===== src/rtl/pe_mac_pkg.sv =====
// pe_mac_pkg: opcode and accumulator-state types plus the saturating adder shared by pe_mac_pipe.
//   op_e        : opcodes with dedicated arithmetic; any other value passes operand a through
//   acc_state_e : accumulate burst state (IDLE, OPEN)
//   sat_add     : x + y clamped to the signed range of a w-bit word, computed in SAT_W bits
package pe_mac_pkg;

    typedef enum logic [7:0] {
        OP_MADD = 8'h00,
        OP_MSUB = 8'h01,
        OP_MUL  = 8'h02,
        OP_ACC  = 8'h03
    } op_e;

    typedef enum logic {IDLE, OPEN} acc_state_e;

    localparam int SAT_W = 128;

    function automatic logic signed [SAT_W-1:0] sat_add(
        input logic signed [SAT_W-1:0] x,
        input logic signed [SAT_W-1:0] y,
        input int                      w
    );
        logic signed [SAT_W-1:0] s, hi, lo;
        s  = x + y;
        hi = (SAT_W'(1) <<< (w - 1)) - SAT_W'(1);
        lo = -hi - SAT_W'(1);
        return (s > hi) ? hi : (s < lo) ? lo : s;
    endfunction

endpackage


===== src/rtl/pe_mac_pipe_stage_pipe.sv =====
// pe_mac_stage_pipe: DEPTH-deep stall-able delay line for pipeline stage records.
//   aclk, aresetn : clock, synchronous active-low reset (clears every stage)
//   advance       : shift enable; low holds every stage
//   d_in / d_out  : stage record entering / leaving the line (DEPTH == 0 is a plain wire)
module pe_mac_stage_pipe #(
    parameter int  DEPTH   = 2,
    parameter type stage_t = logic
) (
    input  logic   aclk,
    input  logic   aresetn,
    input  logic   advance,
    input  stage_t d_in,
    output stage_t d_out
);

    if (DEPTH == 0) begin : g_wire
        assign d_out = d_in;
    end else begin : g_regs
        stage_t q [DEPTH];
        always_ff @(posedge aclk) begin
            if (!aresetn) begin
                for (int i = 0; i < DEPTH; i++) q[i] <= '0;
            end else if (advance) begin
                q[0] <= d_in;
                for (int i = 1; i < DEPTH; i++) q[i] <= q[i-1];
            end
        end
        assign d_out = q[DEPTH-1];
    end

endmodule


===== src/rtl/pe_mac_pipe.sv =====
// pe_mac_pipe: signed multiply-accumulate PE with AXI-Stream join, backpressure and tlast-delimited accumulation.
//   aclk, aresetn                  : clock, synchronous active-low reset
//   s_axis_{a,b,c,operation}_*     : joined operand/opcode streams; a carries tlast for accumulate bursts
//   s_axis_tready                  : shared ready, low during reset and while the output is stalled
//   m_axis_result_*                : result stream; tuser = number of beats folded into the result
// Build option PE_MAC_SAT_EN: saturate every op result and every accumulator step instead of wrapping.
// Pipeline: multiply register, LATENCY-2 delay stages, accumulate/output register.
module pe_mac_pipe
    import pe_mac_pkg::*;
#(
    parameter int DATA_W  = 32,
    parameter int LATENCY = 4,
    parameter int CNT_W   = 16
) (
    input  logic              aclk,
    input  logic              aresetn,
    input  logic              s_axis_a_tvalid,
    input  logic [DATA_W-1:0] s_axis_a_tdata,
    input  logic              s_axis_a_tlast,
    input  logic              s_axis_b_tvalid,
    input  logic [DATA_W-1:0] s_axis_b_tdata,
    input  logic              s_axis_c_tvalid,
    input  logic [DATA_W-1:0] s_axis_c_tdata,
    input  logic              s_axis_operation_tvalid,
    input  logic [7:0]        s_axis_operation_tdata,
    output logic              s_axis_tready,
    output logic              m_axis_result_tvalid,
    output logic [DATA_W-1:0] m_axis_result_tdata,
    output logic [CNT_W-1:0]  m_axis_result_tuser,
    input  logic              m_axis_result_tready
);

    // The saturating build keeps the full product so clamping sees the true value.
`ifdef PE_MAC_SAT_EN
    localparam int PROD_W = 2 * DATA_W;
`else
    localparam int PROD_W = DATA_W;
`endif

    typedef struct packed {
        logic                     valid;
        op_e                      op;
        logic                     last;
        logic signed [DATA_W-1:0] a;
        logic signed [DATA_W-1:0] b;
        logic signed [DATA_W-1:0] c;
        logic signed [PROD_W-1:0] product;
    } stage_t;

    stage_t                   mul_q, d;
    acc_state_e               state;
    logic signed [DATA_W-1:0] acc, acc_next, op_res;
    logic [CNT_W-1:0]         cnt, cnt_next;
    logic                     run, advance, accept;

    assign advance       = !m_axis_result_tvalid || m_axis_result_tready;
    assign s_axis_tready = run && advance;
    assign accept        = s_axis_tready && s_axis_a_tvalid && s_axis_b_tvalid &&
                           s_axis_c_tvalid && s_axis_operation_tvalid;

    always_ff @(posedge aclk) begin
        if (!aresetn) begin
            mul_q <= '0;
        end else if (advance) begin
            mul_q <= '{valid:   accept,
                       op:      op_e'(s_axis_operation_tdata),
                       last:    s_axis_a_tlast,
                       a:       s_axis_a_tdata,
                       b:       s_axis_b_tdata,
                       c:       s_axis_c_tdata,
                       product: PROD_W'($signed(s_axis_a_tdata)) * PROD_W'($signed(s_axis_b_tdata))};
        end
    end

    pe_mac_stage_pipe #(
        .DEPTH   (LATENCY - 2),
        .stage_t (stage_t)
    ) u_stage_pipe (
        .aclk    (aclk),
        .aresetn (aresetn),
        .advance (advance),
        .d_in    (mul_q),
        .d_out   (d)
    );

`ifdef PE_MAC_SAT_EN
    logic signed [SAT_W-1:0] madd_w, msub_w, mul_w, acc_w;
    always_comb begin
        madd_w   = sat_add(SAT_W'($signed(d.product)), SAT_W'($signed(d.c)), DATA_W);
        msub_w   = sat_add(SAT_W'($signed(d.product)), -SAT_W'($signed(d.c)), DATA_W);
        mul_w    = sat_add(SAT_W'($signed(d.product)), '0, DATA_W);
        acc_w    = sat_add(SAT_W'($signed(d.product)), state == OPEN ? SAT_W'($signed(acc)) : '0, DATA_W);
        op_res   = d.op == OP_MADD ? madd_w[DATA_W-1:0] :
                   d.op == OP_MSUB ? msub_w[DATA_W-1:0] :
                   d.op == OP_MUL  ? mul_w[DATA_W-1:0]  : d.a;
        acc_next = acc_w[DATA_W-1:0];
    end
`else
    always_comb begin
        op_res   = d.op == OP_MADD ? d.product + d.c :
                   d.op == OP_MSUB ? d.product - d.c :
                   d.op == OP_MUL  ? d.product       : d.a;
        acc_next = (state == OPEN ? acc : '0) + d.product;
    end
`endif

    // Beat counter restarts at 1 on the first beat of a burst and sticks at all-ones.
    assign cnt_next = state == OPEN ? (&cnt ? cnt : cnt + CNT_W'(1)) : CNT_W'(1);

    always_ff @(posedge aclk) begin
        if (!aresetn) begin
            run                  <= 1'b0;
            state                <= IDLE;
            acc                  <= '0;
            cnt                  <= '0;
            m_axis_result_tvalid <= 1'b0;
            m_axis_result_tdata  <= '0;
            m_axis_result_tuser  <= '0;
        end else begin
            run <= 1'b1;
            if (advance) begin
                // Accumulate beats only produce an output on tlast.
                m_axis_result_tvalid <= d.valid && (d.op != OP_ACC || d.last);
                if (d.valid && d.op == OP_ACC) begin
                    if (d.last) begin
                        m_axis_result_tdata <= acc_next;
                        m_axis_result_tuser <= cnt_next;
                        state               <= IDLE;
                        acc                 <= '0;
                        cnt                 <= '0;
                    end else begin
                        state <= OPEN;
                        acc   <= acc_next;
                        cnt   <= cnt_next;
                    end
                end else if (d.valid) begin
                    m_axis_result_tdata <= op_res;
                    m_axis_result_tuser <= CNT_W'(1);
                end
            end
        end
    end

endmodule


===== config.mk =====
export PLATFORM = sky130hd
export DESIGN_NAME = pe_mac_pipe
export DESIGN_NICKNAME = d
export VERILOG_FILES = /design/src/rtl/pe_mac_pkg.sv /design/src/rtl/pe_mac_pipe_stage_pipe.sv /design/src/rtl/pe_mac_pipe.sv
export SDC_FILE = /design/constraint.sdc
export NUM_CORES = 2
export LEC_CHECK = 0
export CAP_MARGIN = 20
export CORE_MARGIN = 4
export CORE_UTILIZATION = 40
export DETAILED_ROUTE_END_ITERATION = 6
export PLACE_DENSITY = 0.53
export SLEW_MARGIN = 20
export SYNTH_ARGS = -nofsm -noshare
export SYNTH_HDL_FRONTEND = slang
export SYNTH_HIERARCHICAL = 1
export SYNTH_SLANG_ARGS = --single-unit

===== constraint.sdc =====
create_clock -name aclk -period 11.9 [get_ports aclk]
set_input_delay 2.38 -clock aclk [delete_from_list [all_inputs] [get_ports aclk]]
set_output_delay 2.38 -clock aclk [all_outputs]
set_load 0.01 [all_outputs]

==> summary.txt <==
most common cell after layout, fill and taps aside = inv_1
layout cells sized above 1 = 3.99%
arrival time at the worst endpoint = 10.44 ns
cell-internal power = 7.48 mW
GRT overflow = 0
Final GP Congestion = 0.891
total standard cell area after synthesis = 38200 um^2
library cell contributing the largest single delay on the critical path = clkdlybuf4s50_1
Flop pwr share = 12.6%
total of buffers placed on input and output ports = 161
P_leak = 19.0 nW
via count = 27400
maximum VDD drop = 0.766 mV
post-synthesis net count = 4891
TritonCTS clock tree = yes
Reg2Reg Depth = 13
Via density = 5.14
startpoint of the worst setup timing path = s_axis_b_tdata[5]
largest delay contributor family on the critical path = adder cells
Die Span X = 317 um
final-report hold violation count = 0
number of DRC violations after detailed routing = 0
maximum number of pins on one net before global-route repair = 145
antenna violations before repair = 3
number of ports placed on the die boundary = 162
Total Power = 14.1 mW
number of buffer and inverter instances along the worst setup path = 5
Starting Density = 40.3%
Post-DP HPWL = 83000 um
peak per-stage delay on the critical path = 0.89 ns
final routed wirelength across all metal layers = 110000 um
HP Class = reg -> reg
die height = 317 um
total of max-cap violations = 0
Reg clk slew, reported paths = 0.06 ns
Max H-tree Level = 2
Post-CTS Hold Buffers = 0
net switching fraction of the power = 47.0%
start of the worst register-to-register path = u_stage_pipe/g_regs.q[0][139]$_SDFFCE_PN0P_
post-CTS sizing = 0
worst flop-to-flop path endpoint = m_axis_result_tdata[30]$_SDFFE_PN0P_
kind of end point of the critical path = register
power share of the combinational group = 77.7%
max-slew violation total from the final report = 0
Site Rows = 113
number of nets with antenna violations after detailed routing = 0
final total negative setup slack = 0 ns
required time of the critical path = 12.39 ns
pwr/cell area = 341 nW/um^2
die outline area = 100000 um^2
total number of cells along the worst setup path = 25
final count of negative-setup-slack endpoints = 0
actual slew at the worst max-slew pin = 1.03 ns
first-pass iteration count of the detailed router = 6
FMAX = 101 MHz
min Tclk post-route = 9.95 ns
Syn Inst Count = 4124
startpoint type of the worst setup path = input pin
first-pass GRT wire length = 169000 um
Clk Latency, worst-skew pair = 0.59 ns
cell occurring most often along the worst timing path = fa_1
unrepaired setup endpoints after global routing = false
number of global-route vias before repair = 28100
CTS root buf = clkbuf_16
area added between synthesis and finish = 8.55%
endpoint of the most critical setup path = mul_q[31]$_SDFFE_PN0N_
commonest cells after routing, fill and taps aside = inv_1, nand2_1, fa_1
Core Region = 94900 um^2
combined global-route utilization of all metal layers = 21.9%
sink count of the clock tree = 417
number of buffers added by the clock tree synthesis step = 43
run status = complete, no violations
number of violations reported at the end of detailed-routing iteration 0 = 1619
critical-path maximum fanout = 15
CTS Buffer Depth = 3
worst clock skew = 0.0178 ns
Final period util = 83.6%
Avg Synthesized Cell Area = 9.26 um^2
routed length per placed instance = 20.6 um
Crit Path Class = in -> reg
synth warn = 6
post-CTS setup repair buffer count = 0
Clk pwr share = 9.7%
register-to-register setup slack = 7.89 ns
worst slew slack as a fraction of its limit = 29.8%
power dissipated by switching net loads = 6.65 mW
Total Nets Final = 4794
cell depth of the worst min-delay path = 2
final cells by class:
type / instances / area, um^2
clock buffer: 64 / 1230
clock inverter: 14 / 200
inverter: 493 / 1860
multi-input combinational: 2854 / 24100
fill: 9310 / 53400
sequential: 417 / 10500
antenna: 2 / 5.00
timing repair buffer: 218 / 2040
tap: 1265 / 1580
per-stage QoR:
| stage | instances | instance area [um^2] | utilization (%) | hold slack [ns] | setup WS, ns |
|---|---|---|---|---|---|
| 2_1_floorplan | 4124 | 38200 | - | 0.426 | 2.76 |
| 3_3_place_gp | 5247 | 40000 | 42.2 | 0.434 | 1.40 |
| 3_5_place_dp | 5247 | 40000 | 42.2 | 0.441 | 1.34 |
| 4_1_cts | 5325 | 41400 | 43.7 | 0.449 | 1.97 |
| 5_1_grt | 5325 | 41500 | 43.7 | 0.463 | 1.67 |
| 6_report | 5327 | 41500 | 43.7 | 0.445 | 1.95 |
power by group through the flow:
stage / combinational, mW / clock, mW / sequential [mW]
2_1_floorplan: 8.52 / 0 / 1.76
3_3_place_gp: 10.9 / 0 / 1.81
3_5_place_dp: 10.9 / 0 / 1.81
4_1_cts: 11.0 / 1.42 / 1.78
5_1_grt: 12.5 / 1.48 / 1.79
6_report: 11.0 / 1.38 / 1.78
worst min-delay path, delay by kind of cell (launching register included):
family           cells  cell delay, ns
AND/OR/NAND/NOR      1            0.05
AO/OA/AOI/OAI        1            0.05
flip-flops           1            0.30
registers in the layout, indices dropped and copies added, names as in the netlist:
name                   cells
run                        1
u_stage_pipe/g_regs.q    212
m_axis_result_tvalid       1
acc                       32
m_axis_result_tuser       16
cnt                       16
state                      1
m_axis_result_tdata       32
mul_q                    106
worst min path at each step:
stage,from,endpoint,slack [ns]
2_1_floorplan,mul_q[96]$_SDFFE_PN0N_,mul_q[96]$_SDFFE_PN0N_,0.43
3_3_place_gp,mul_q[115]$_SDFFE_PN0N_,mul_q[115]$_SDFFE_PN0N_,0.43
3_5_place_dp,mul_q[127]$_SDFFE_PN0N_,mul_q[127]$_SDFFE_PN0N_,0.44
4_1_cts,mul_q[24]$_SDFFE_PN0N_,mul_q[24]$_SDFFE_PN0N_,0.45
5_1_grt,mul_q[122]$_SDFFE_PN0N_,mul_q[122]$_SDFFE_PN0N_,0.46
6_report,mul_q[59]$_SDFFE_PN0N_,mul_q[59]$_SDFFE_PN0N_,0.45
per-layer routing:
metal / vias to the layer above / track usage [%] / wire [um]
li1: 13100 / - / -
met5: - / 0 / 13
met2: 663 / 35.9 / 50900
met1: 13400 / 30.7 / 50200
met3: 143 / 2.45 / 5060
met4: 2 / 6.70 / 3550
(Power assumes the default switching activity.)
